[src/rtl/gf180mcu_osu_sc_12t_and2_pipe.sv]
// DEPTH-stage valid/ready pipeline of WIDTH bitwise AND (NAND when INVERT=1) lanes.
// Defining GF180MCU_OSU_SC_SCAN_EN adds a scan chain (SE/SI/SO) through the output register.
module gf180mcu_osu_sc_12t_and2_pipe #(
    parameter int unsigned WIDTH  = 8,
    parameter int unsigned DEPTH  = 2,
    parameter int unsigned INVERT = 0
) (
    input  logic             CLK,
    input  logic             RN,
    input  logic [WIDTH-1:0] A,
    input  logic [WIDTH-1:0] B,
    input  logic             VI,
    output logic             RO,
    output logic [WIDTH-1:0] Y,
    output logic             VO,
    input  logic             RI
`ifdef GF180MCU_OSU_SC_SCAN_EN
    ,
    input  logic             SE,
    input  logic             SI,
    output logic             SO
`endif
);

    localparam int unsigned LAST = DEPTH - 1;

    logic [DEPTH-1:0]            valid_q, valid_d;
    logic [DEPTH-1:0]            adv;
    logic [DEPTH-1:0][WIDTH-1:0] data_q, data_d;
    logic [WIDTH-1:0]            lane_res;
    logic [WIDTH-1:0]            shift_vec;
    logic                        scan_en;
    logic                        scan_in;
    logic                        in_fire;

`ifdef GF180MCU_OSU_SC_SCAN_EN
    assign scan_en = SE;
    assign scan_in = SI;
    assign SO      = data_q[LAST][WIDTH-1];
`else
    assign scan_en = 1'b0;
    assign scan_in = 1'b0;
`endif

    if (WIDTH > 1) begin : g_shift_wide
        assign shift_vec = {data_q[LAST][WIDTH-2:0], scan_in};
    end else begin : g_shift_narrow
        assign shift_vec = scan_in;
    end

    assign lane_res = (INVERT != 0) ? ~(A & B) : (A & B);

    // Stage k can take a word when some stage at or beyond k is empty or the sink is
    // draining; scan mode freezes the whole pipe.
    always_comb begin
        adv = '0;
        for (int k = 0; k < int'(DEPTH); k++) begin
            adv[k] = !scan_en && (RI || ((~valid_q >> k) != '0));
        end
    end

    assign in_fire = VI && adv[0];

    always_comb begin
        valid_d = valid_q;
        data_d  = data_q;
        for (int k = 0; k < int'(DEPTH); k++) begin
            if (adv[k]) begin
                if (k == 0) begin
                    valid_d[0] = in_fire;
                    if (in_fire) data_d[0] = lane_res;
                end else begin
                    valid_d[k] = valid_q[k-1];
                    if (valid_q[k-1]) data_d[k] = data_q[k-1];
                end
            end
        end
        if (scan_en) data_d[LAST] = shift_vec;
    end

    always_ff @(posedge CLK or negedge RN) begin
        if (!RN) begin
            valid_q <= '0;
            data_q  <= '0;
        end else begin
            valid_q <= valid_d;
            data_q  <= data_d;
        end
    end

    // Ready is held low for the whole time reset is asserted.
    assign RO = RN && adv[0];
    assign Y  = data_q[LAST];
    assign VO = valid_q[LAST];

endmodule

[config.mk]
export PLATFORM = sky130hd
export DESIGN_NAME = gf180mcu_osu_sc_12t_and2_pipe
export DESIGN_NICKNAME = d
export VERILOG_FILES = /design/src/rtl/gf180mcu_osu_sc_12t_and2_pipe.sv
export SDC_FILE = /design/constraint.sdc
export NUM_CORES = 1
export LEC_CHECK = 0
export CORE_MARGIN = 2
export CORE_UTILIZATION = 45
export DETAILED_ROUTE_END_ITERATION = 16
export HOLD_SLACK_MARGIN = 0.02
export PLACE_DENSITY_LB_ADDON = 0.15
export SLEW_MARGIN = 20
export SYNTH_ARGS = -nofsm -noshare
export SYNTH_HDL_FRONTEND = slang
export SYNTH_SLANG_ARGS = --single-unit
[constraint.sdc]
create_clock -name CLK -period 3.12 [get_ports CLK]
set_input_delay 0.312 -clock CLK [delete_from_list [all_inputs] [get_ports CLK]]
set_output_delay 0.312 -clock CLK [all_outputs]
set_load 0.01 [all_outputs]
==> flow_summary.yaml, run 1 <==
run_status:
  status: "completed"
power_and_ir_drop:
  p_leak_nw: 0.4539
  peakVddDrop_mv: 0.3783
  power_per_cell_area_mw_per_mm2: 530.2
cts:
  clk_pin_slew_ps: 100
  clockRootBuffer: "clkbuf_4"
  clockBufferDepth: 2
  insertion_delay_ps: 300
  cts_hold_buffers: 0
  cts_max_level: 1
  post_cts_buffers: 0
  cts_made_buffers: 3
  cts_resized: 0
  cts_tree: "built"
  clock_sinks: 18
critical_path:
  cp-start-kind: "input port"
  critical_path_class: "in -> out"
  crit_start: "RI"
  timing.rr.start: "valid_q[0]"
  critPathMostFrequentCell: "clkdlybuf4s50_1"
  cpMaxStageDelayCell: "clkdlybuf4s50_1"
  crit_chain: "clkdlybuf4s50_1 > and3b_1 > nor2b_1 > clkdlybuf4s50_1"
  slowest_delay_ps: 560
  critPathMaxFanout: 11
  cp_data_required_time_ps: 2810
  end_kind: "primary output"
  cp.arrival_ps: 1800
detailed_routing:
  highest_layer: "met3"
  final_antenna_net_count: 0
  routed-wl-met2_microns: 764
  avgRoutedWirePerCell_microns: 14.59
  first_iter_violations: 3
  vias_per_cell: 5.444
  via_count: 539
  met1_length_microns: 583
  wl_microns: 1444
  wl_met3_microns: 95
  remaining_drc_errors: 0
  firstDrtPassIters: 2
synthesis:
  synth.avg_cell_area_sq_um: 12.91
  synth_top_family_by_area: "multiplexers"
  synth_area_sq_um: 774.5
  synthAdderAreaFrac: 0
  synthXorXnorAreaFrac: 0
  ys_types: 11
  synthCells: 60
  syn-num-nets: 80
  yosysWarnings: 0
  yosysSeqAreaShare: 0.5816
  ys_ff_latch: 18
  synthMuxAreaShare: 0.1163
  synth_compound_area_frac: 0.09047
  synthSimpleGateAreaFrac: 0.1115
timing:
  setup_tns_ps: 0
  rsz0062_at_grt: "no"
  worst_pin_slew_ps: 384.1
  period_minus_slack_ps: 2108
  slew_viol_final: 0
  max_freq_ghz: 0.4743
  max_slew_margin: 0.7432
  skew_ps: 5.238
  finalSetupViolCount: 0
  fin_crit_sh: 0.6757
  hold_viol: 0
placed_design:
  port_buffers: 29
  placed_area_sq_mm: 0.001015
  dp_hpwl_microns: 1087
  place.gp.congestion: 0.6618
global_route:
  grt_pass1_wl_microns: 2359
  grt.total_usage: 0.1692
  grt_overflow: 0
  grt_pass1_vias: 543
  grt_max_degree: 20
  antenna_found_initial: 0
floorplanning:
  io_pins: 30
  coreArea_sq_mm: 0.001559
  fp-row-count: 14
  die_h_microns: 45.49
  die_area_sq_mm: 0.002069
  die_w_microns: 45.49
  initial_utilization: 0.4968
final_layout:
  drive_gt1_frac: 0.1687
  fin_util: 0.6742
  diodes: 0
  fin_nets: 104
  area_delta_synth_final_pct: 35.70
  fillers: 126
  fin_area_sq_mm: 0.001051
run:
  max-cap-violations: 0
worst_hold_path:
  hp-class: "in -> async"
[critical path: cells and delay by family]
| family | cells | cell delay, ps |
|---|---|---|
| buffers and inverters | 2 | 1030 |
| and+or+nand+nor | 2 | 460 |
[synthesized netlist by cell type]
cell       instances  area share
o2bb2ai_1          8       0.090
dfrtp_1           18        0.58
buf_2              2       0.013
nand3_1            8       0.052
nor2b_1            1      0.0081
and3b_1            1       0.011
mux2_2             8        0.12
nand2b_1           3       0.024
buf_4              9       0.087
or2_1              1      0.0081
nand2_2            1      0.0081
[cell usage in the layout, fill, tap and decap left out]
| cell type | Yosys | routed |
|---|---|---|
| clkdlybuf4s50_1 | 0 | 29 |
| dfrtp_1 | 18 | 18 |
| mux2_2 | 8 | 8 |
| nand3_1 | 8 | 8 |
| o2bb2ai_1 | 8 | 8 |
| nand2b_1 | 3 | 3 |
| clkbuf_4 | 0 | 3 |
| and3b_1 | 1 | 1 |
| nor2b_1 | 1 | 1 |
| nand2_2 | 1 | 1 |
| or2_1 | 1 | 1 |
| clkbuf_8 | 0 | 1 |
| buf_4 | 9 | 1 |
[report_power, final]
group,internal (mW),total (mW),switching (mW)
logic,0.0846,0.131,0.0461
registers,0.266,0.283,0.0170
clock network,0.0712,0.144,0.0727
[cells by family (layout without fill, tap and decap cells)]
group           after synthesis  in the layout
simple gates                 15             15
compound gates                8              8
flops                        18             18
mux                           8              8
buf+inv                      11             34
[final cells by class]
class / count / area, sq um / share of cell area
tap: 16 / 20.02 / 0.01905
timing repair buffer: 30 / 297.8 / 0.2833
multi-input combinational: 31 / 246.5 / 0.2345
sequential: 18 / 450.4 / 0.4286
clock buffer: 4 / 36.28 / 0.03452
[state kept, by name, summed over array words and instances (netlist names)]
register / flops
Y: 8
data_q: 8
valid_q: 2
[per-layer routing]
layer / vias to the layer above / GRT usage
met3: 0 / 0.07540
li1: 254 / -
met5: - / 0
met1: 268 / 0.1804
met2: 17 / 0.2873
met4: 0 / 0.07059
[path summary, 6_finish.rpt]
path	to	slack, ps	depth (start not counted)
hold reg to reg	data_q[6]	500	1
hold / removal	data_q[6]	330	2
setup / recovery	RO	1010	4
setup reg to reg	data_q[4]	1760	3
min in group CLK	data_q[6]	500	1
max in group asynchronous	data_q[0]	2600	2
[stage by stage]
step	power (mW)	hold WS, ps	instances	worst slack (ps)
after floorplan	0.3662	16.41	60	1883
after global placement	0.4157	469.4	95	1053
after detailed placement	0.4201	477.0	95	1030
after CTS	0.5651	333.9	99	1008
after global routing	0.5877	340.6	99	956.3
final	0.5572	326.5	99	1012
No activity file was read; power rests on OpenSTA's default activity.
==> inputs of run 2 (changes only) <==
--- a/config.mk
+++ b/config.mk
@@ -6,7 +6,7 @@
 export NUM_CORES = 1
 export LEC_CHECK = 0
 export CORE_MARGIN = 2
-export CORE_UTILIZATION = 45
+export CORE_UTILIZATION = 41
 export DETAILED_ROUTE_END_ITERATION = 16
 export HOLD_SLACK_MARGIN = 0.02
 export PLACE_DENSITY_LB_ADDON = 0.15
==> constraint.sdc (replaced) <==
create_clock -name CLK -period 2 [get_ports CLK]
set_input_delay 0.2 -clock CLK [delete_from_list [all_inputs] [get_ports CLK]]
set_output_delay 0.2 -clock CLK [all_outputs]
set_load 0.01 [all_outputs]
==> flow_summary.yaml, run 2 (synthesis results as in run 1) <==
timing:
  worst_hold_slack_ps: 285.1
  period_minus_slack_ps: 1806
  rsz0062_at_grt: "no"
  skew_ps: 2.905
  worst_pin_slew_ps: 374.8
  slew_viol_final: 0
  max_slew_margin: 0.7493
  finalSetupViolCount: 0
  fin_crit_sh: 0.9032
  setup_tns_ps: 0
  max_freq_ghz: 0.5536
  hold_viol: 0
critical_path:
  cp_top_family: "buffers and inverters"
  cp_data_required_time_ps: 1800
  critical_path_class: "reg -> out"
  cp.arrival_ps: 1610
  cpMaxStageDelayCell: "clkdlybuf4s50_1"
  slowest_delay_ps: 560
  cp-start-kind: "flip-flop"
  end_kind: "primary output"
  critPathMaxFanout: 3
  cp.buffers_inverters: 1
  crit_chain: "and3b_1 > nor2b_1 > clkdlybuf4s50_1"
  crit_start: "valid_q[0]"
  timing.rr.start: "valid_q[0]"
cts:
  cts_max_level: 1
  cts_made_buffers: 3
  post_cts_buffers: 0
  clock_sinks: 18
  cts_tree: "built"
  clk_pin_slew_ps: 100
  cts_hold_buffers: 0
  clockBufferDepth: 2
  cts_resized: 0
  clockRootBuffer: "clkbuf_4"
  insertion_delay_ps: 290
floorplanning:
  fp-row-count: 15
  io_pins: 30
  die_area_sq_mm: 0.002252
  initial_utilization: 0.4437
  die_h_microns: 47.46
  die_w_microns: 47.46
  coreArea_sq_mm: 0.001745
detailed_routing:
  wl_microns: 1466
  firstDrtPassIters: 3
  avgRoutedWirePerCell_microns: 13.45
  remaining_drc_errors: 0
  vias_per_cell: 4.835
  final_antenna_net_count: 0
  first_iter_violations: 3
  via_count: 527
global_route:
  antenna_found_initial: 0
  grt.total_usage: 0.1572
  grt_max_degree: 19
  grt_overflow: 0
  grt_pass1_wl_microns: 2325
  grt_pass1_vias: 539
placed_design:
  place.gp.congestion: 0.6669
  port_buffers: 29
  dp_hpwl_microns: 1024
final_layout:
  drive_gt1_frac: 0.1786
  diodes: 0
  fillers: 155
  fin_nets: 105
  layout_common_cells: "clkdlybuf4s50_1, dfrtp_1, mux2_2, nand3_1, o2bb2ai_1"
  final_common_cell: "clkdlybuf4s50_1"
  area_delta_synth_final_pct: 38.13
run:
  max-cap-violations: 0
power_and_ir_drop:
  power_per_cell_area_mw_per_mm2: 812.7
  peakVddDrop_mv: 0.4653
  p_leak_nw: 0.4591
worst_hold_path:
  hp-class: "in -> async"
run_status:
  status: "completed"
-- run 2: final timing paths --
| kind | slack [ps] | endpoint | cells past startpoint |
|---|---|---|---|
| worst max-delay path | 190 | RO | 3 |
| worst min-delay path | 290 | data_q[0] | 2 |
| worst max register to register | 590 | data_q[3] | 4 |
| worst min register to register | 490 | data_q[5] | 1 |
| max in group asynchronous | 1530 | Y[7] | 2 |
| min in group CLK | 470 | data_q[0] | 3 |
-- run 2: per-stage QoR --
step | util | area (sq um) | power (mW) | setup WS, ps | instances
final | 0.6129 | 1070 | 0.8694 | 193.6 | 109
after global routing | 0.6129 | 1070 | 0.9116 | 119.8 | 109
after CTS | 0.6129 | 1070 | 0.8886 | 176.2 | 109
after detailed placement | 0.5921 | 1033 | 0.6566 | 265.3 | 105
after global placement | 0.5921 | 1033 | 0.6525 | 251.2 | 105
after floorplan | - | 774.5 | 0.5712 | 875.1 | 60
-- run 2: final cells by class --
class	instances	area [sq um]	share of cell area
flip-flops and latches	18	450.4	0.4211
repair buffers	31	305.3	0.2854
multi-input cells	31	246.5	0.2304
clock buffers	4	36.28	0.03392
well taps	25	31.28	0.02924
-- run 2: report_power, final --
part / internal (mW) / leakage, nW / switching, mW / total (mW)
Sequential: 0.414 / 0.230 / 0.0239 / 0.438
Combinational: 0.134 / 0.208 / 0.0742 / 0.208
Clock: 0.111 / 0.0210 / 0.112 / 0.223
-- run 2: routing by layer --
layer / up-vias / part of all wire / routed length, microns / GRT usage
met4: 0 / 0.0082 / 12 / 0.1167
li1: 252 / - / - / -
met2: 18 / 0.48 / 699 / 0.2568
met5: - / 0 / 0 / 0
met3: 2 / 0.051 / 75 / 0.02264
met1: 255 / 0.46 / 678 / 0.1873
==> inputs of run 3 (changes only) <==
--- a/config.mk
+++ b/config.mk
@@ -8,7 +8,6 @@
 export CORE_MARGIN = 2
 export CORE_UTILIZATION = 41
 export DETAILED_ROUTE_END_ITERATION = 16
-export HOLD_SLACK_MARGIN = 0.02
 export PLACE_DENSITY_LB_ADDON = 0.15
 export SLEW_MARGIN = 20
 export SYNTH_ARGS = -nofsm -noshare
==> results of run 3 <==
Same layout as run 2: the final DEF is identical, and so are final timing and power.
